`src/rtl/mem_arb_pkg.sv`:
```
`default_nettype none
// +-----------------------------------------------------------------------+
// | mem_arb_pkg: shared types and widths for the memory port arbiter.     |
// | Revision: 1.0                                                         |
// +-----------------------------------------------------------------------+
package mem_arb_pkg;

  typedef enum logic [1:0] {
    ST_IDLE    = 2'd0,
    ST_FILL_I  = 2'd1,
    ST_FILL_D  = 2'd2,
    ST_WRITE_D = 2'd3
  } arb_state_e;

  typedef enum logic {
    REQ_I = 1'b0,
    REQ_D = 1'b1
  } req_id_e;

  localparam int DEF_WORDS_PER_LINE = 8;
  localparam int LINE_OFF_W         = $clog2(DEF_WORDS_PER_LINE);
  localparam int WORD_OFF_W         = 1;

endpackage
`default_nettype wire

```
`src/rtl/mem_arbiter_if.sv`:
```
`default_nettype none
// +-----------------------------------------------------------------------+
// | mem_arbiter_if: I-cache, D-cache and main-memory signals of arbiter.  |
// | Revision: 1.0                                                         |
// +-----------------------------------------------------------------------+
interface mem_arbiter_if
  import mem_arb_pkg::*;
#(
  parameter int ADDR_W         = 16,
  parameter int WORDS_PER_LINE = DEF_WORDS_PER_LINE
);
  localparam int IDX_W = $clog2(WORDS_PER_LINE);

  logic              i_req;
  logic [ADDR_W-1:0] i_addr;
  logic              i_fill_valid;
  logic [IDX_W-1:0]  i_fill_idx;
  logic [15:0]       i_fill_data;
  logic              i_done;

  logic              d_req;
  logic              d_wr;
  logic [ADDR_W-1:0] d_addr;
  logic [15:0]       d_wdata;
  logic              d_fill_valid;
  logic [IDX_W-1:0]  d_fill_idx;
  logic [15:0]       d_fill_data;
  logic              d_done;

  logic              mem_en;
  logic              mem_wr;
  logic [ADDR_W-1:0] mem_addr;
  logic [15:0]       mem_wdata;
  logic [15:0]       mem_rdata;
  logic              mem_rvalid;

  modport slave (
    input  i_req, i_addr, d_req, d_wr, d_addr, d_wdata, mem_rdata, mem_rvalid,
    output i_fill_valid, i_fill_idx, i_fill_data, i_done,
           d_fill_valid, d_fill_idx, d_fill_data, d_done,
           mem_en, mem_wr, mem_addr, mem_wdata
  );

  modport master (
    output i_req, i_addr, d_req, d_wr, d_addr, d_wdata, mem_rdata, mem_rvalid,
    input  i_fill_valid, i_fill_idx, i_fill_data, i_done,
           d_fill_valid, d_fill_idx, d_fill_data, d_done,
           mem_en, mem_wr, mem_addr, mem_wdata
  );

endinterface
`default_nettype wire

```
`src/rtl/mem_arb_fill_ctr.sv`:
```
`default_nettype none
// +-----------------------------------------------------------------------+
// | mem_arb_fill_ctr: issue/return word counters shared by both fills.    |
// | Revision: 1.0                                                         |
// +-----------------------------------------------------------------------+
module mem_arb_fill_ctr
  import mem_arb_pkg::*;
#(
  parameter int WORDS_PER_LINE = DEF_WORDS_PER_LINE,
  parameter int IDX_W          = $clog2(WORDS_PER_LINE)
) (
  input  logic             clk,
  input  logic             rst,
  input  logic             clr_i,
  input  logic             issue_inc_i,
  input  logic             ret_inc_i,
  output logic [IDX_W-1:0] issue_idx_o,
  output logic             issuing_o,
  output logic [IDX_W-1:0] ret_idx_o,
  output logic             ret_last_o
);

  // Extra MSB marks "all words issued" so issuing stops after the last read.
  logic [IDX_W:0]   issue_q, issue_d;
  logic [IDX_W-1:0] ret_q, ret_d;

  always_comb begin
    issue_d = issue_q;
    ret_d   = ret_q;
    if (clr_i) begin
      issue_d = '0;
      ret_d   = '0;
    end else begin
      if (issue_inc_i) issue_d = issue_q + 1'b1;
      if (ret_inc_i)   ret_d   = ret_q + 1'b1;
    end
  end

  always_ff @(posedge clk or posedge rst) begin
    if (rst) begin
      issue_q <= '0;
      ret_q   <= '0;
    end else begin
      issue_q <= issue_d;
      ret_q   <= ret_d;
    end
  end

  assign issue_idx_o = issue_q[IDX_W-1:0];
  assign issuing_o   = ~issue_q[IDX_W];
  assign ret_idx_o   = ret_q;
  assign ret_last_o  = (ret_q == IDX_W'(WORDS_PER_LINE - 1));

endmodule
`default_nettype wire

```
`src/rtl/mem_arbiter.sv`:
```
`default_nettype none
// +-----------------------------------------------------------------------+
// | mem_arbiter: shares main memory between I-cache fills and D-cache     |
// | fills/writes. MEM_ARB_ROUND_ROBIN_EN selects round-robin tie-breaking.|
// | Revision: 1.0                                                         |
// +-----------------------------------------------------------------------+
module mem_arbiter
  import mem_arb_pkg::*;
#(
  parameter int ADDR_W         = 16,
  parameter int WORDS_PER_LINE = DEF_WORDS_PER_LINE
) (
  input  logic          clk,
  input  logic          rst,
  mem_arbiter_if.slave  bus,
  output logic          busy
);

  localparam int IDX_W = $clog2(WORDS_PER_LINE);
  localparam int TAG_W = ADDR_W - IDX_W - WORD_OFF_W;

  localparam logic [1:0] S_IDLE    = 2'(ST_IDLE);
  localparam logic [1:0] S_FILL_I  = 2'(ST_FILL_I);
  localparam logic [1:0] S_FILL_D  = 2'(ST_FILL_D);
  localparam logic [1:0] S_WRITE_D = 2'(ST_WRITE_D);

  logic [1:0]       state_q, state_d;
  logic             in_fill_i, in_fill_d, in_fill, in_write;
  logic             pick_d;
  logic             issuing, ret_last, fill_rvalid, fill_last;
  logic [IDX_W-1:0] issue_idx, ret_idx;
  logic [TAG_W-1:0] line_tag;
  logic             unused_addr_bits;

`ifdef MEM_ARB_ROUND_ROBIN_EN
  req_id_e last_grant_q, last_grant_d;

  // On a tie, the side that was not granted last time goes first.
  assign pick_d = bus.d_req && !(bus.i_req && (last_grant_q == REQ_D));

  always_comb begin
    last_grant_d = last_grant_q;
    if ((state_q == S_IDLE) && (bus.d_req || bus.i_req))
      last_grant_d = pick_d ? REQ_D : REQ_I;
  end

  always_ff @(posedge clk or posedge rst) begin
    if (rst) last_grant_q <= REQ_I;
    else     last_grant_q <= last_grant_d;
  end
`else
  assign pick_d = bus.d_req;
`endif

  assign in_fill_i   = (state_q == S_FILL_I);
  assign in_fill_d   = (state_q == S_FILL_D);
  assign in_fill     = in_fill_i | in_fill_d;
  assign in_write    = (state_q == S_WRITE_D);
  assign fill_rvalid = in_fill & bus.mem_rvalid;
  assign fill_last   = fill_rvalid & ret_last;

  always_comb begin
    state_d = state_q;
    case (state_q)
      S_IDLE: begin
        if (pick_d)         state_d = bus.d_wr ? S_WRITE_D : S_FILL_D;
        else if (bus.i_req) state_d = S_FILL_I;
      end
      S_FILL_I, S_FILL_D: if (fill_last) state_d = S_IDLE;
      S_WRITE_D:          state_d = S_IDLE;
      default:            state_d = S_IDLE;
    endcase
  end

  always_ff @(posedge clk or posedge rst) begin
    if (rst) state_q <= S_IDLE;
    else     state_q <= state_d;
  end

  mem_arb_fill_ctr #(
    .WORDS_PER_LINE (WORDS_PER_LINE),
    .IDX_W          (IDX_W)
  ) u_fill_ctr (
    .clk         (clk),
    .rst         (rst),
    .clr_i       (fill_last),
    .issue_inc_i (in_fill & issuing),
    .ret_inc_i   (fill_rvalid),
    .issue_idx_o (issue_idx),
    .issuing_o   (issuing),
    .ret_idx_o   (ret_idx),
    .ret_last_o  (ret_last)
  );

  // Line offset bits of the request address are replaced by the issue index.
  assign line_tag = in_fill_d ? bus.d_addr[ADDR_W-1:IDX_W+WORD_OFF_W]
                              : bus.i_addr[ADDR_W-1:IDX_W+WORD_OFF_W];
  assign unused_addr_bits = &{1'b0, bus.i_addr[IDX_W+WORD_OFF_W-1:0]};

  assign bus.mem_en    = (in_fill & issuing) | in_write;
  assign bus.mem_wr    = in_write;
  assign bus.mem_addr  = in_write             ? bus.d_addr :
                         (in_fill & issuing)  ? {line_tag, issue_idx, {WORD_OFF_W{1'b0}}} :
                                                '0;
  assign bus.mem_wdata = in_write ? bus.d_wdata : '0;

  assign bus.i_fill_valid = in_fill_i & bus.mem_rvalid;
  assign bus.i_fill_idx   = bus.i_fill_valid ? ret_idx : '0;
  assign bus.i_fill_data  = bus.i_fill_valid ? bus.mem_rdata : '0;
  assign bus.i_done       = in_fill_i & fill_last;

  assign bus.d_fill_valid = in_fill_d & bus.mem_rvalid;
  assign bus.d_fill_idx   = bus.d_fill_valid ? ret_idx : '0;
  assign bus.d_fill_data  = bus.d_fill_valid ? bus.mem_rdata : '0;
  assign bus.d_done       = (in_fill_d & fill_last) | in_write;

  assign busy = (state_q != S_IDLE);

endmodule
`default_nettype wire

```
`src/flat_wrapper.sv`:
```
// flat-port wrapper written by rule: the top's interface ports become plain ports
module mem_arbiter_flat import mem_arb_pkg::*;
#(
  parameter int ADDR_W         = 16,
  parameter int WORDS_PER_LINE = DEF_WORDS_PER_LINE
)
  (clk, rst, busy, bus_i_req, bus_i_addr, bus_d_req, bus_d_wr, bus_d_addr, bus_d_wdata, bus_mem_rdata, bus_mem_rvalid, bus_i_fill_valid, bus_i_fill_idx, bus_i_fill_data, bus_i_done, bus_d_fill_valid, bus_d_fill_idx, bus_d_fill_data, bus_d_done, bus_mem_en, bus_mem_wr, bus_mem_addr, bus_mem_wdata);
  mem_arbiter_if #(.ADDR_W(ADDR_W), .WORDS_PER_LINE(WORDS_PER_LINE)) bus_i ();
  input  logic clk;
  input  logic rst;
  output logic busy;
  input wire logic [$bits(bus_i.i_req)-1:0] bus_i_req;
  input wire logic [$bits(bus_i.i_addr)-1:0] bus_i_addr;
  input wire logic [$bits(bus_i.d_req)-1:0] bus_d_req;
  input wire logic [$bits(bus_i.d_wr)-1:0] bus_d_wr;
  input wire logic [$bits(bus_i.d_addr)-1:0] bus_d_addr;
  input wire logic [$bits(bus_i.d_wdata)-1:0] bus_d_wdata;
  input wire logic [$bits(bus_i.mem_rdata)-1:0] bus_mem_rdata;
  input wire logic [$bits(bus_i.mem_rvalid)-1:0] bus_mem_rvalid;
  output wire logic [$bits(bus_i.i_fill_valid)-1:0] bus_i_fill_valid;
  output wire logic [$bits(bus_i.i_fill_idx)-1:0] bus_i_fill_idx;
  output wire logic [$bits(bus_i.i_fill_data)-1:0] bus_i_fill_data;
  output wire logic [$bits(bus_i.i_done)-1:0] bus_i_done;
  output wire logic [$bits(bus_i.d_fill_valid)-1:0] bus_d_fill_valid;
  output wire logic [$bits(bus_i.d_fill_idx)-1:0] bus_d_fill_idx;
  output wire logic [$bits(bus_i.d_fill_data)-1:0] bus_d_fill_data;
  output wire logic [$bits(bus_i.d_done)-1:0] bus_d_done;
  output wire logic [$bits(bus_i.mem_en)-1:0] bus_mem_en;
  output wire logic [$bits(bus_i.mem_wr)-1:0] bus_mem_wr;
  output wire logic [$bits(bus_i.mem_addr)-1:0] bus_mem_addr;
  output wire logic [$bits(bus_i.mem_wdata)-1:0] bus_mem_wdata;
  assign bus_i.i_req = bus_i_req;
  assign bus_i.i_addr = bus_i_addr;
  assign bus_i.d_req = bus_d_req;
  assign bus_i.d_wr = bus_d_wr;
  assign bus_i.d_addr = bus_d_addr;
  assign bus_i.d_wdata = bus_d_wdata;
  assign bus_i.mem_rdata = bus_mem_rdata;
  assign bus_i.mem_rvalid = bus_mem_rvalid;
  assign bus_i_fill_valid = bus_i.i_fill_valid;
  assign bus_i_fill_idx = bus_i.i_fill_idx;
  assign bus_i_fill_data = bus_i.i_fill_data;
  assign bus_i_done = bus_i.i_done;
  assign bus_d_fill_valid = bus_i.d_fill_valid;
  assign bus_d_fill_idx = bus_i.d_fill_idx;
  assign bus_d_fill_data = bus_i.d_fill_data;
  assign bus_d_done = bus_i.d_done;
  assign bus_mem_en = bus_i.mem_en;
  assign bus_mem_wr = bus_i.mem_wr;
  assign bus_mem_addr = bus_i.mem_addr;
  assign bus_mem_wdata = bus_i.mem_wdata;
  mem_arbiter #(.ADDR_W(ADDR_W), .WORDS_PER_LINE(WORDS_PER_LINE)) u_core (.clk(clk), .rst(rst), .bus(bus_i), .busy(busy));
endmodule
```
`config.mk`:
```
export PLATFORM = sky130hd
export DESIGN_NAME = mem_arbiter_flat
export DESIGN_NICKNAME = d
export VERILOG_FILES = /design/src/rtl/mem_arb_pkg.sv /design/src/rtl/mem_arbiter_if.sv /design/src/rtl/mem_arb_fill_ctr.sv /design/src/rtl/mem_arbiter.sv /design/src/flat_wrapper.sv
export SDC_FILE = /design/constraint.sdc
export NUM_CORES = 1
export LEC_CHECK = 0
export CORE_MARGIN = 2
export CORE_UTILIZATION = 26
export CTS_CLUSTER_DIAMETER = 80
export DETAILED_ROUTE_END_ITERATION = 7
export PLACE_DENSITY = 0.9
export SYNTH_ARGS = -nofsm -noshare
export SYNTH_HDL_FRONTEND = slang
export SYNTH_SLANG_ARGS = --single-unit
```
`constraint.sdc`:
```
create_clock -name clk -period 2.15 [get_ports clk]
set_input_delay 0.43 -clock clk [delete_from_list [all_inputs] [get_ports clk]]
set_output_delay 0.43 -clock clk [all_outputs]
set_load 0.005 [all_outputs]
```
Word level (Yosys, flattened, before mapping)
Index checks and enable logic that the tools add are counted.
{"block": "totals", "input_bits": 70, "elab_cells": 45, "ff_bits": 9, "out_inout_bits": 77}
{"block": "classes", "reduce_logical": 6, "n_addsub": 2, "n_mux": 17, "eq_ne": 6, "n_bitwise": 11}
{"op": "$mux 16", "count": 5}
{"op": "$mux 12", "count": 1}
{"op": "$mux 3", "count": 4}
{"op": "$mux 4", "count": 2}
{"op": "$and 1x1->1", "count": 7}
{"op": "$mux 2", "count": 3}
{"op": "$pmux 2 s3", "count": 1}
{"op": "$reduce_bool 2->1", "count": 3}
{"op": "$add 4x1->4 const B", "count": 1}
{"op": "$eq 2x2->1 const B", "count": 2}
{"op": "$add 3x1->3 const B", "count": 1}
{"op": "$eq 3x3->1 const B", "count": 1}
{"op": "$ne 3x3->1 const B", "count": 1}
{"op": "$or 1x1->1", "count": 3}
{"op": "$eq 2x1->1 const B", "count": 1}
{"op": "$logic_not 2->1", "count": 1}
{"op": "$ne 2x1->1 const B", "count": 1}
{"op": "$reduce_and 2->1", "count": 1}
{"op": "$reduce_or 2->1", "count": 1}
{"op": "$mux 1", "count": 1}
{"op": "$not 1->1", "count": 1}

Depth between registers and ports, before layout
{"block": "logic_depth", "word_depth": 6, "ltp_mapped": 6, "mapped_depth_nobuf": 5}

Hierarchy
Synthesis repeated with hierarchy kept, for this count alone.
{"block": "unflattened", "cells_unflattened": 175, "hier_area_um2": 1208.7}
{"mod": "mem_arbiter", "cells_per_inst": 142, "seq_area_each_um2": 50.0, "area_per_inst_um2": 844.6, "n_inst": 1}
{"mod": "mem_arb_fill_ctr", "cells_per_inst": 33, "seq_area_each_um2": 175.2, "area_per_inst_um2": 364.1, "n_inst": 1}

Least setup slack after synthesis
OpenSTA, ideal clock, no wires.
{"block": "synth_path", "path_kind": "reg-to-output", "from": "register u_core.state_q[1]", "to": "output port bus_mem_addr[10]", "path_stages_with_launch": 7, "required_time_ns": 1.720, "path_buffers": 1, "setup_slack_ns": 0.412, "arrival_time_ns": 1.308, "cell_sequence": "dfrtp_1 -> inv_1 -> ha_1 -> nor2b_4 -> nor2_2 -> buf_6 -> a21oi_1"}
{"block": "synth_via", "elab_chain_cells": 5, "word_cells_on_any_way": 8, "classes_between": "eq/ne (3); mux (3); bitwise (2)"}
{"item": "start: declaration", "line": "mem_arbiter.sv:27", "text": "logic [1:0] state_q, state_d;"}
{"item": "start signal: assignment", "line": "mem_arbiter.sv:77", "text": "else state_q <= state_d;"}
{"item": "$eq 2x1->1 / $eq 2x2->1 (equally long branches)", "line": "mem_arbiter.sv:55, mem_arbiter.sv:56"}
{"item": "$or 1x1->1", "line": "mem_arbiter.sv:57", "text": "assign in_fill = in_fill_i | in_fill_d;"}
{"item": "$and 1x1->1", "line": "mem_arbiter.sv:103", "text": "(in_fill & issuing) ? {line_tag, issue_idx, {WORD_OFF_W{1'b0}}} :"}
{"item": "$mux 16", "line": "mem_arbiter.sv:103"}
{"item": "$mux 16 (*)", "line": "mem_arbiter.sv:102", "text": "assign bus.mem_addr = in_write ? bus.d_addr :"}
{"item": "end: declaration", "line": "flat_wrapper.sv:30", "text": "output wire logic [$bits(bus_i.mem_addr)-1:0] bus_mem_addr;"}
Every way passes the cells marked *; elsewhere a longest branch is shown, timed or not.

Worst setup path after layout
{"block": "layout_path", "from": "register u_core.state_q[1]", "to": "output port bus_mem_addr[14]"}
Same word-level chain as after synthesis.

==> key figures <==
Run status
  – Outcome: finished with violations
  – Failing checks: negative setup slack

Finish
  – Commonest non-fill, non-tap cell in the layout: clkdlybuf4s50_1
  – Number of antenna diodes: 0
  – Finished Cell Area: roughly 3000 sq um
  – Layout area overhead: 154%
  – Post-layout nets: between 400 and 500
  – Layout cells sized above 1: 22.0%
  – Commonest cells after routing, fill and taps aside: 67 x clkdlybuf4s50_1, 38 x and3_1, 30 x dlygate4sd2_1

Timing
  – Final worst path period share: 100%
  – Layout Skew: approximately 0.0019 ns
  – Normalized max-slew margin: roughly three quarters
  – Achievable clock frequency: between 0.4 and 0.5 GHz
  – Setup-failing EPs final: 1
  – RSZ-0062 raised after global routing: yes
  – Max-slew violations: 0
  – Hold Vio Cnt, Final: 0
  – Minimum clock period: between 2 and 2.5 ns
  – Slew of the pin with the lowest slew margin: between 0.3 and 0.4 ns
  – Final worst slack: -0.00271 ns

Critical path
  – Crit path required time: 1.72 ns
  – Crit-path max FO: 12
  – FF-to-FF End: u_core.u_fill_ctr.issue_q[0]
  – CP endpoint kind: output port
  – R2R depth: 5
  – WP data arrival: 1.72 ns
  – Setup crit start kind: flip-flop
  – Critical path type: reg -> out
  – Flop-to-flop setup slack: approximately 0.55 ns
  – RR Startpoint: u_core.u_fill_ctr.ret_idx_o[0]
  – CP startpoint: u_core.state_q[1]

Die
  – Die width: a little over 70 microns
  – Io pins: ~150
  – Die height: roughly 71 microns
  – Starting Density: a little over a quarter
  – Die ar.: between 5000 and 6000 sq um
  – Core area: roughly 4400 sq um
  – Cell Rows: 24

Clocking
  – CTS tree: done
  – H-tree depth: 1
  – CTS hold repair buffers: 0
  – Clock tree sinks: 9
  – CTS root buf: clkbuf_8
  – Clock tree buffer depth: 2
  – Inserted Clock Buffers: 3
  – Clk Latency, worst-skew pair: roughly 0.24 ns
  – CTS clk-pin slew, worst paths: approximately 0.050 ns

Place
  – IO buf count: about 140
  – Dpl ws: -0.129 ns
  – Cell Area, Placed: 2780 sq um
  – Routability Congestion: between 0.7 and 0.8
  – HPWL after detailed placement: 4.05 mm

Yosys
  – Synthesized area per cell: between 6 and 7 sq um
  – Syn_nets: between 200 and 250
  – Mapped cell area: 1180 sq um
  – Seq cells post-synth: 9
  – Post-synthesis sequential area ratio: between 10% and 20%
  – Cell count after synthesis: between 150 and 200
  – Synth Warn #: 0
  – Yosys cell types: 31

Power and ir drop
  – Final Total Pwr: ~2.7 mW
  – Power density cells: roughly 890 nW/um^2
  – VDD IR max: a little over 0.7 mV
  – LEAKAGE: around 1.9 nW

Drt
  – # DRC: 0
  – Avg WL per Cell: around 14 microns
  – DRT Pass-1 Iters: 4
  – Drt via density: approximately 4.7
  – Final wirelength: around 5.3 mm
  – Vias: 1800
  – DRT antenna net count: 0
  – Drt initial violations: 43

Global route
  – Vias in the first global route: roughly 1700
  – Initial antenna violation count: 0
  – Global route overflow: 0
  – Pin count of the biggest net entering global routing: 29
  – GR Util met1: between 20% and 30%
  – Gr busiest metal: met2
  – GRT Util Overall: between 10% and 20%
  – GRT met2 Usage: around 37%
  – M3 GR Usage: 3.66%
  – Global-route wire length before repair: around 8.0 mm

Flow run
  – Max-cap check violation count: 0

Min path
  – Worst min path class: in -> async
==> sequential cells by signal (all words and copies together), names as in the netlist <==
name,cells
u_core.u_fill_ctr.ret_idx_o,3
u_core.state_q,2
u_core.u_fill_ctr.issue_q,4
==> cells in the mapped netlist <==
library cell | count | area [sq um]
a21bo_2 | 1 | 10.0
a21o_1 | 1 | 7.51
a21oi_1 | 11 | 55.1
a21oi_2 | 2 | 17.5
a22o_1 | 1 | 8.76
a22oi_1 | 1 | 7.51
a32o_1 | 1 | 10.0
a41o_2 | 1 | 11.3
a41oi_1 | 1 | 8.76
and2_1 | 19 | 119
and2_2 | 1 | 7.51
and3_1 | 38 | 238
and3_2 | 1 | 7.51
buf_2 | 1 | 5.00
buf_4 | 1 | 7.51
buf_6 | 2 | 22.5
clkbuf_1 | 10 | 37.5
dfrtp_1 | 9 | 225
ha_1 | 7 | 87.6
inv_1 | 7 | 26.3
mux2_2 | 2 | 22.5
nand2_1 | 32 | 120
nand2b_1 | 2 | 12.5
nor2_1 | 1 | 3.75
nor2_2 | 2 | 12.5
nor2b_1 | 1 | 6.26
nor2b_4 | 1 | 13.8
nor3_1 | 1 | 5.00
o21ai_0 | 9 | 45.0
o2bb2ai_1 | 1 | 8.76
or2_1 | 1 | 6.26
==> critical path, stage by stage (launching register included) <==
cell	delay (ns)
dfrtp_1	0.43
buf_4	0.17
ha_4	0.18
or2_4	0.24
buf_12	0.14
nand2_2	0.07
a21oi_2	0.05
clkdlybuf4s15_2	0.20
==> layer usage <==
| layer | part of all wire [%] | vias to the layer above |
|---|---|---|
| met5 | 0 | - |
| met2 | 54 | 74 |
| met4 | 1.4 | 0 |
| li1 | - | 900 |
| met1 | 36 | 817 |
| met3 | 8.2 | 9 |
==> logic make-up after synthesis <==
group	after synthesis	share of synthesized area, %
simple gates	100	46.9
compound gates	30	16.2
buf+inv	21	8.40
flops	9	19.1
fa+ha+maj	7	7.45
mux	2	1.91
==> where the power goes <==
part           switching [mW]  internal, mW  total [mW]
clock                  0.0738         0.130       0.204
combinational           0.878          1.24        2.12
sequential             0.0937         0.251       0.345
==> repair_timing <==
item	4_1_cts	5_1_grt
hold endpoints to repair	0	0
buffers inserted	8	3
gates resized for setup	96	56
setup endpoints to repair	75	36
pin swaps	2	1
cloned	1	1
==> metrics by stage <==
step	TNS (ns)	instances	util, %	hold slack [ns]
global placement	-2.82	367	63.7	0.515
detailed placement	-3.72	367	63.7	0.529
finish	-0.00271	384	68.6	0.489
global route	-0.140	384	68.6	0.529
CTS	-0.555	380	66.0	0.491
floorplan	0	169	-	0.258
==> worst max path at each step <==
stage | depth (start not counted) | slack (ns) | endpoint
2_1_floorplan | 6 | 0.41 | bus_mem_addr[10]
3_3_place_gp | 4 | -0.11 | bus_d_done
3_5_place_dp | 4 | -0.13 | bus_i_done
4_1_cts | 7 | -0.15 | bus_mem_en
5_1_grt | 7 | -0.06 | bus_mem_addr[14]
6_report | 7 | -0.003 | bus_mem_addr[14]
==> layout make-up <==
cell class | instances | area [sq um]
flip-flops and latches | 9 | 225
clock buffers | 4 | 45.0
repair buffers | 173 | 1700
multi-input cells | 139 | 928
well taps | 52 | 65.1
fillers | 345 | 1370
inverters | 7 | 26.3
Power figures use the tool's default switching activity.
==> RTL change 1: new RTL, same settings <==
Build with the macro `MEM_ARB_ROUND_ROBIN_EN` defined.
--- a/src/rtl/mem_arbiter.sv
+++ b/src/rtl/mem_arbiter.sv
@@ -5,4 +5,6 @@
 // | Revision: 1.0                                                         |
 // +-----------------------------------------------------------------------+
+`define MEM_ARB_ROUND_ROBIN_EN
+
 module mem_arbiter
   import mem_arb_pkg::*;
Check against the original RTL: not equivalent (Yosys sat finds a counterexample within 4 cycles, from zero or initial values and one cycle with rst high).
==> RTL change 1 against the unedited design <==
Clock power increased by 14%; setup slack improved by 0.033 ns; sequential cell count increased by 1; sequential power increased by 6.1%; combinational power decreased by 6%; synthesized area increased by 8.6%; final area increased by 6.3%; power decreased by 3.1%; routed wire length increased by 10%; global-route usage decreased by 0.39 points; sequential share of layout area increased by 0.34 points; largest cell class unchanged; largest power group unchanged.
==> RTL change 1: results (changes against the unedited design) <==
status -> complete, no violations
Nets -> 422 (+2.9%)
hpwl dp -> 4096 um (+1.1%)
DRT iter0 DRCs -> 47 (+9.3%)
multi-input combinational area share -> 0.3098 (-0.001036)
drt wl/cell -> 14.22 um (+3.1%)
cells on worst reg2reg path -> 6 (+1)
filler instances -> 394 (+14%)
share of layout cells above drive strength 1 -> 0.2645 (+0.04466)
worst-path maximum fanout -> 10 (-2)
fmax -> 471.7 MHz (+1.5%)
clock skew -> 0.002508 ns (+0.0006530 ns)
Post-Place Setup Slack -> -0.1191 ns (+0.009717 ns)
Netlist cell types -> 35 (+13%)
routability cong. -> 0.7965 (+1.4%)
drt via density -> 4.582 (-2.3%)
fraction of area in clock buffers and inverters -> 0.01734 (+0.002262)
seq_cells -> 10 (+1)
flop2flop setup slack -> 0.63 ns (+0.08 ns)
first-pass GRT wire length -> 8280 um (+3.1%)
Syn Nets -> 252 (+2.4%)
count of non-CTS inverters in the layout -> 6 (-1)
GR met3 Demand/Resource -> 0.01897 (-0.01760)
peak supply drop -> 767.0 uV (+6.2%)
critical path's largest stage delay -> 0.40 ns (-0.03 ns)
total area of sequential cells -> 250.2 um^2 (+11%)
FF-to-FF End -> u_core.state_q[0]$_DFFE_PP0P_
Non-Filler Instances -> 411 (+7.0%)
Signal buf overhead -> 0.5605 (-0.007572)
dpl cells -> 384 (+4.6%)
Lkg Pwr -> 1.913 nW (+1.5%)
routing usage on met1 -> 0.2318 (+0.03056)
number of non-clock buffers in the layout -> 180 (+4.0%)
#MultiIn Comb -> 144 (+3.6%)
RTL change 1: routing by layer:
| metal | up-vias | wire, um |
|---|---|---|
| met5 | - | 0 |
| met4 | 0 | 12 |
| met3 | 2 | 351 |
| met2 | 64 | 3108 |
| met1 | 887 | 2370 |
| li1 | 930 | - |
RTL change 1: kinds of logic after synthesis:
group	count (synthesis)	share of synthesized area
AO/OA/AOI/OAI	27	0.1499
buffers and inverters	21	0.08521
AND/OR/NAND/NOR	106	0.4701
multiplexers	2	0.01665
flip-flops	10	0.1959
adder cells (fa/ha/maj)	7	0.06856
XOR/XNOR	2	0.01371
RTL change 1: power by group:
group	internal (mW)	total [mW]	switching (mW)
sequential	0.281	0.366	0.0851
clock	0.161	0.233	0.0725
combinational	1.15	1.99	0.838
total	1.59	2.59	0.996
RTL change 1: what timing repair did:
item,4_1_cts,5_1_grt
gates resized for setup,92,73
pin swaps,3,2
setup buffers,16,4
endpoints found under the setup margin,74,48
hold buffers,0,0
gates cloned,2,2
==> RTL change 2: new RTL, same flow settings <==
Without the edit above. Register the output `busy`; this adds one clock of latency there. The other outputs are not delayed to match.
--- a/src/rtl/mem_arbiter.sv
+++ b/src/rtl/mem_arbiter.sv
@@ -115,5 +115,7 @@
   assign bus.d_done       = (in_fill_d & fill_last) | in_write;
 
-  assign busy = (state_q != S_IDLE);
+  always_ff @(posedge clk) begin
+    busy <= (state_q != S_IDLE);
+  end
 
 endmodule
Function: changed (a bounded check fails within 4 cycles, from zero or initial values and one cycle with rst high).
==> RTL change 2 against the unedited design <==
Synthesized area rose by 5.6%; routed wire length rose by 5.0%; via count rose by 1.2%; power rose by 6.5%; sequential cell count rose by 1; setup slack improved by 0.015 ns; register-to-register slack improved by 0.15 ns; combinational power rose by 6%; cell count rose by 1.0%; clock skew rose by 0.00079 ns; critical path depth did not move; core utilization fell by 2.9 points; final area rose by 2.6%; largest power group unchanged; highest routed layer unchanged.
==> RTL change 2: results (changes against the unedited design) <==
Overflow after GRT -> 0 (unchanged)
Max clock buf depth -> 2 (unchanged)
Post-synth ARST share -> 0.9000 (-0.1000)
Synth Area in Adders -> 0.07049 (-0.003975)
Syn Nets -> 246 (unchanged)
synth warn -> 0 (unchanged)
GR met3 Demand/Resource -> 0.02624 (-0.01033)
Root Buffer Master -> clkbuf_8
router iterations before antenna repair -> 4 (unchanged)
post-synthesis xor/xnor area fraction -> 0.01410 (+0.01410)
later-pin clock latency in the skew report -> 0.24 ns (about the same)
flop2flop setup slack -> 0.70 ns (+0.15 ns)
largest cells by area after synthesis -> and3_1 20%, dfrtp_1 18%, and2_1 10%
worst setup path end -> bus_i_fill_data[10]
share of layout cells above drive strength 1 -> 0.2964 (+0.07653)
Nets -> 412 (+0.49%)
crit path launch -> u_core.state_q[1]$_DFFE_PP0P_
All-Layer GR Usage -> 0.1890 (-0.001455)
Min-Delay Path Class -> input port to async pin
register area share after synthesis -> 0.1974 (+0.005892)
clock slew at reported path FFs -> 0.05 ns (about the same)
FF-to-FF End -> u_core.state_q[1]$_DFFE_PP0P_
status -> complete, no violations
pin count of the biggest net entering global routing -> 32 (+10%)
peak supply drop -> 565.7 uV (-22%)
Antenna Cells -> 0 (unchanged)
DRT iter0 DRCs -> 60 (+40%)
Top reg by flops -> u_core.u_fill_ctr.issue_q
final wirelength -> 5558 um (+5.0%)
most frequent cells after synthesis -> 39 x and3_1, 22 x nand2_1, 20 x and2_1
clock skew -> 0.002642 ns (+0.0007869 ns)
slowest CP cell -> dfrtp_1
Worst Path Arrival -> 1.71 ns
worst-path maximum fanout -> 10 (-2)
H-Tree Depth -> 1 (unchanged)
initial antenna violation count -> 0 (unchanged)
Lkg Pwr -> 1.650 nW (-12%)
placed instance area -> 2825 um^2 (+1.8%)
worst-margin pin slew -> 0.3396 ns (-0.01223 ns)
Netlist cell types -> 32 (+3.2%)
area fraction in compound gates after synthesis -> 0.1480 (-0.01367)
CTS buffer count -> 3 (unchanged)
drt via density -> 4.693 (+0.12%)
vias in the first global route -> 1682 (-3.5%)
filler instances -> 389 (+13%)
Synth Flop Type -> dfrtp_1
first-pass GRT wire length -> 8155 um (+1.5%)
met2 Use GR -> 0.3614 (-0.01210)
routing usage on met1 -> 0.2186 (+0.01737)
mux cell area share after synthesis -> 0.01712 (-0.002029)
routability cong. -> 0.7026 (-11%)
cells on worst reg2reg path -> 6 (+1)
sw frac -> 0.3870 (-0.004420)
port bufs -> 142 (unchanged)
hpwl dp -> 4083 um (+0.80%)
max FFs per register -> 4 (unchanged)
critical path's largest stage delay -> 0.37 ns (-0.06 ns)
-- RTL change 2: changes by cell type after synthesis, moves of 2 or more --
| cell | unedited run | this run |
|---|---|---|
| o21ai_0 | 9 | 7 |
| a21oi_2 | 2 | 10 |
| nor2_1 | 1 | 5 |
| nand2_1 | 32 | 22 |
| a21oi_1 | 11 | 2 |
| nand2_2 | 0 | 10 |
| nor2_2 | 2 | 0 |
-- RTL change 2: how the worst min path moves through the flow --
| stage | depth (start not counted) | end | slack (ns) |
|---|---|---|---|
| 2_1_floorplan | 1 | u_core.state_q[0]$_DFFE_PP0P_ | 0.26 |
| 5_1_grt | 2 | u_core.u_fill_ctr.issue_q[2]$_DFFE_PP0P_ | 0.48 |
| 3_5_place_dp | 2 | u_core.u_fill_ctr.issue_q[3]$_DFFE_PP0P_ | 0.52 |
| 4_1_cts | 2 | u_core.u_fill_ctr.issue_q[2]$_DFFE_PP0P_ | 0.46 |
| 3_3_place_gp | 2 | u_core.u_fill_ctr.issue_q[3]$_DFFE_PP0P_ | 0.50 |
| 6_report | 2 | u_core.u_fill_ctr.issue_q[2]$_DFFE_PP0P_ | 0.44 |
-- RTL change 2: metal layers --
layer  vias up  part of all wire
li1        907                 -
met1       837              0.39
met2        72              0.52
met3         5             0.076
met4         0            0.0095
met5         -                 0
-- RTL change 2: layout make-up --
type	instances	area (um^2)	share of cell area
inverters	6	22.52	0.007353
well taps	54	67.56	0.02206
clock buffers	4	55.05	0.01797
flip-flops and latches	10	245.2	0.08007
repair buffers	175	1689	0.5515
multi-input cells	139	983.4	0.3211
-- RTL change 2: timing repair --
item                                    CTS  global route
pin swaps                                 5             3
hold buffers                              0             0
endpoints found under the setup margin   76            43
resized for setup                       145            58
gates cloned                              4             1
buffers inserted                         10             1
endpoints found under the hold margin     0             0
-- RTL change 2: critical path, delay by kind of cell, from the launching register on --
kind	cells	cell delay (ns)
buffers and inverters	5	0.76
AND/OR/NAND/NOR	1	0.17
adder cells (fa/ha/maj)	1	0.16
flip-flops	1	0.37
-- RTL change 2: through the flow --
step	instances	TNS, ns	util	worst slack (ns)
final	388	0	0.6572	0.01262
after global routing	388	-0.4570	0.6572	-0.06526
after CTS	387	-0.3309	0.6548	-0.08598
after detailed placement	369	-5.286	0.6062	-0.1563
after global placement	369	-3.390	0.6062	-0.1154
after floorplan	169	0	-	0.3439
-- RTL change 2: power by group through the flow --
stage / Combinational [mW] / Sequential [mW] / Clock, mW
floorplan: 0.916 / 0.351 / 0
global placement: 1.85 / 0.350 / 0
detailed placement: 1.90 / 0.359 / 0
CTS: 2.15 / 0.361 / 0.242
global route: 2.44 / 0.373 / 0.250
finish: 2.24 / 0.361 / 0.240
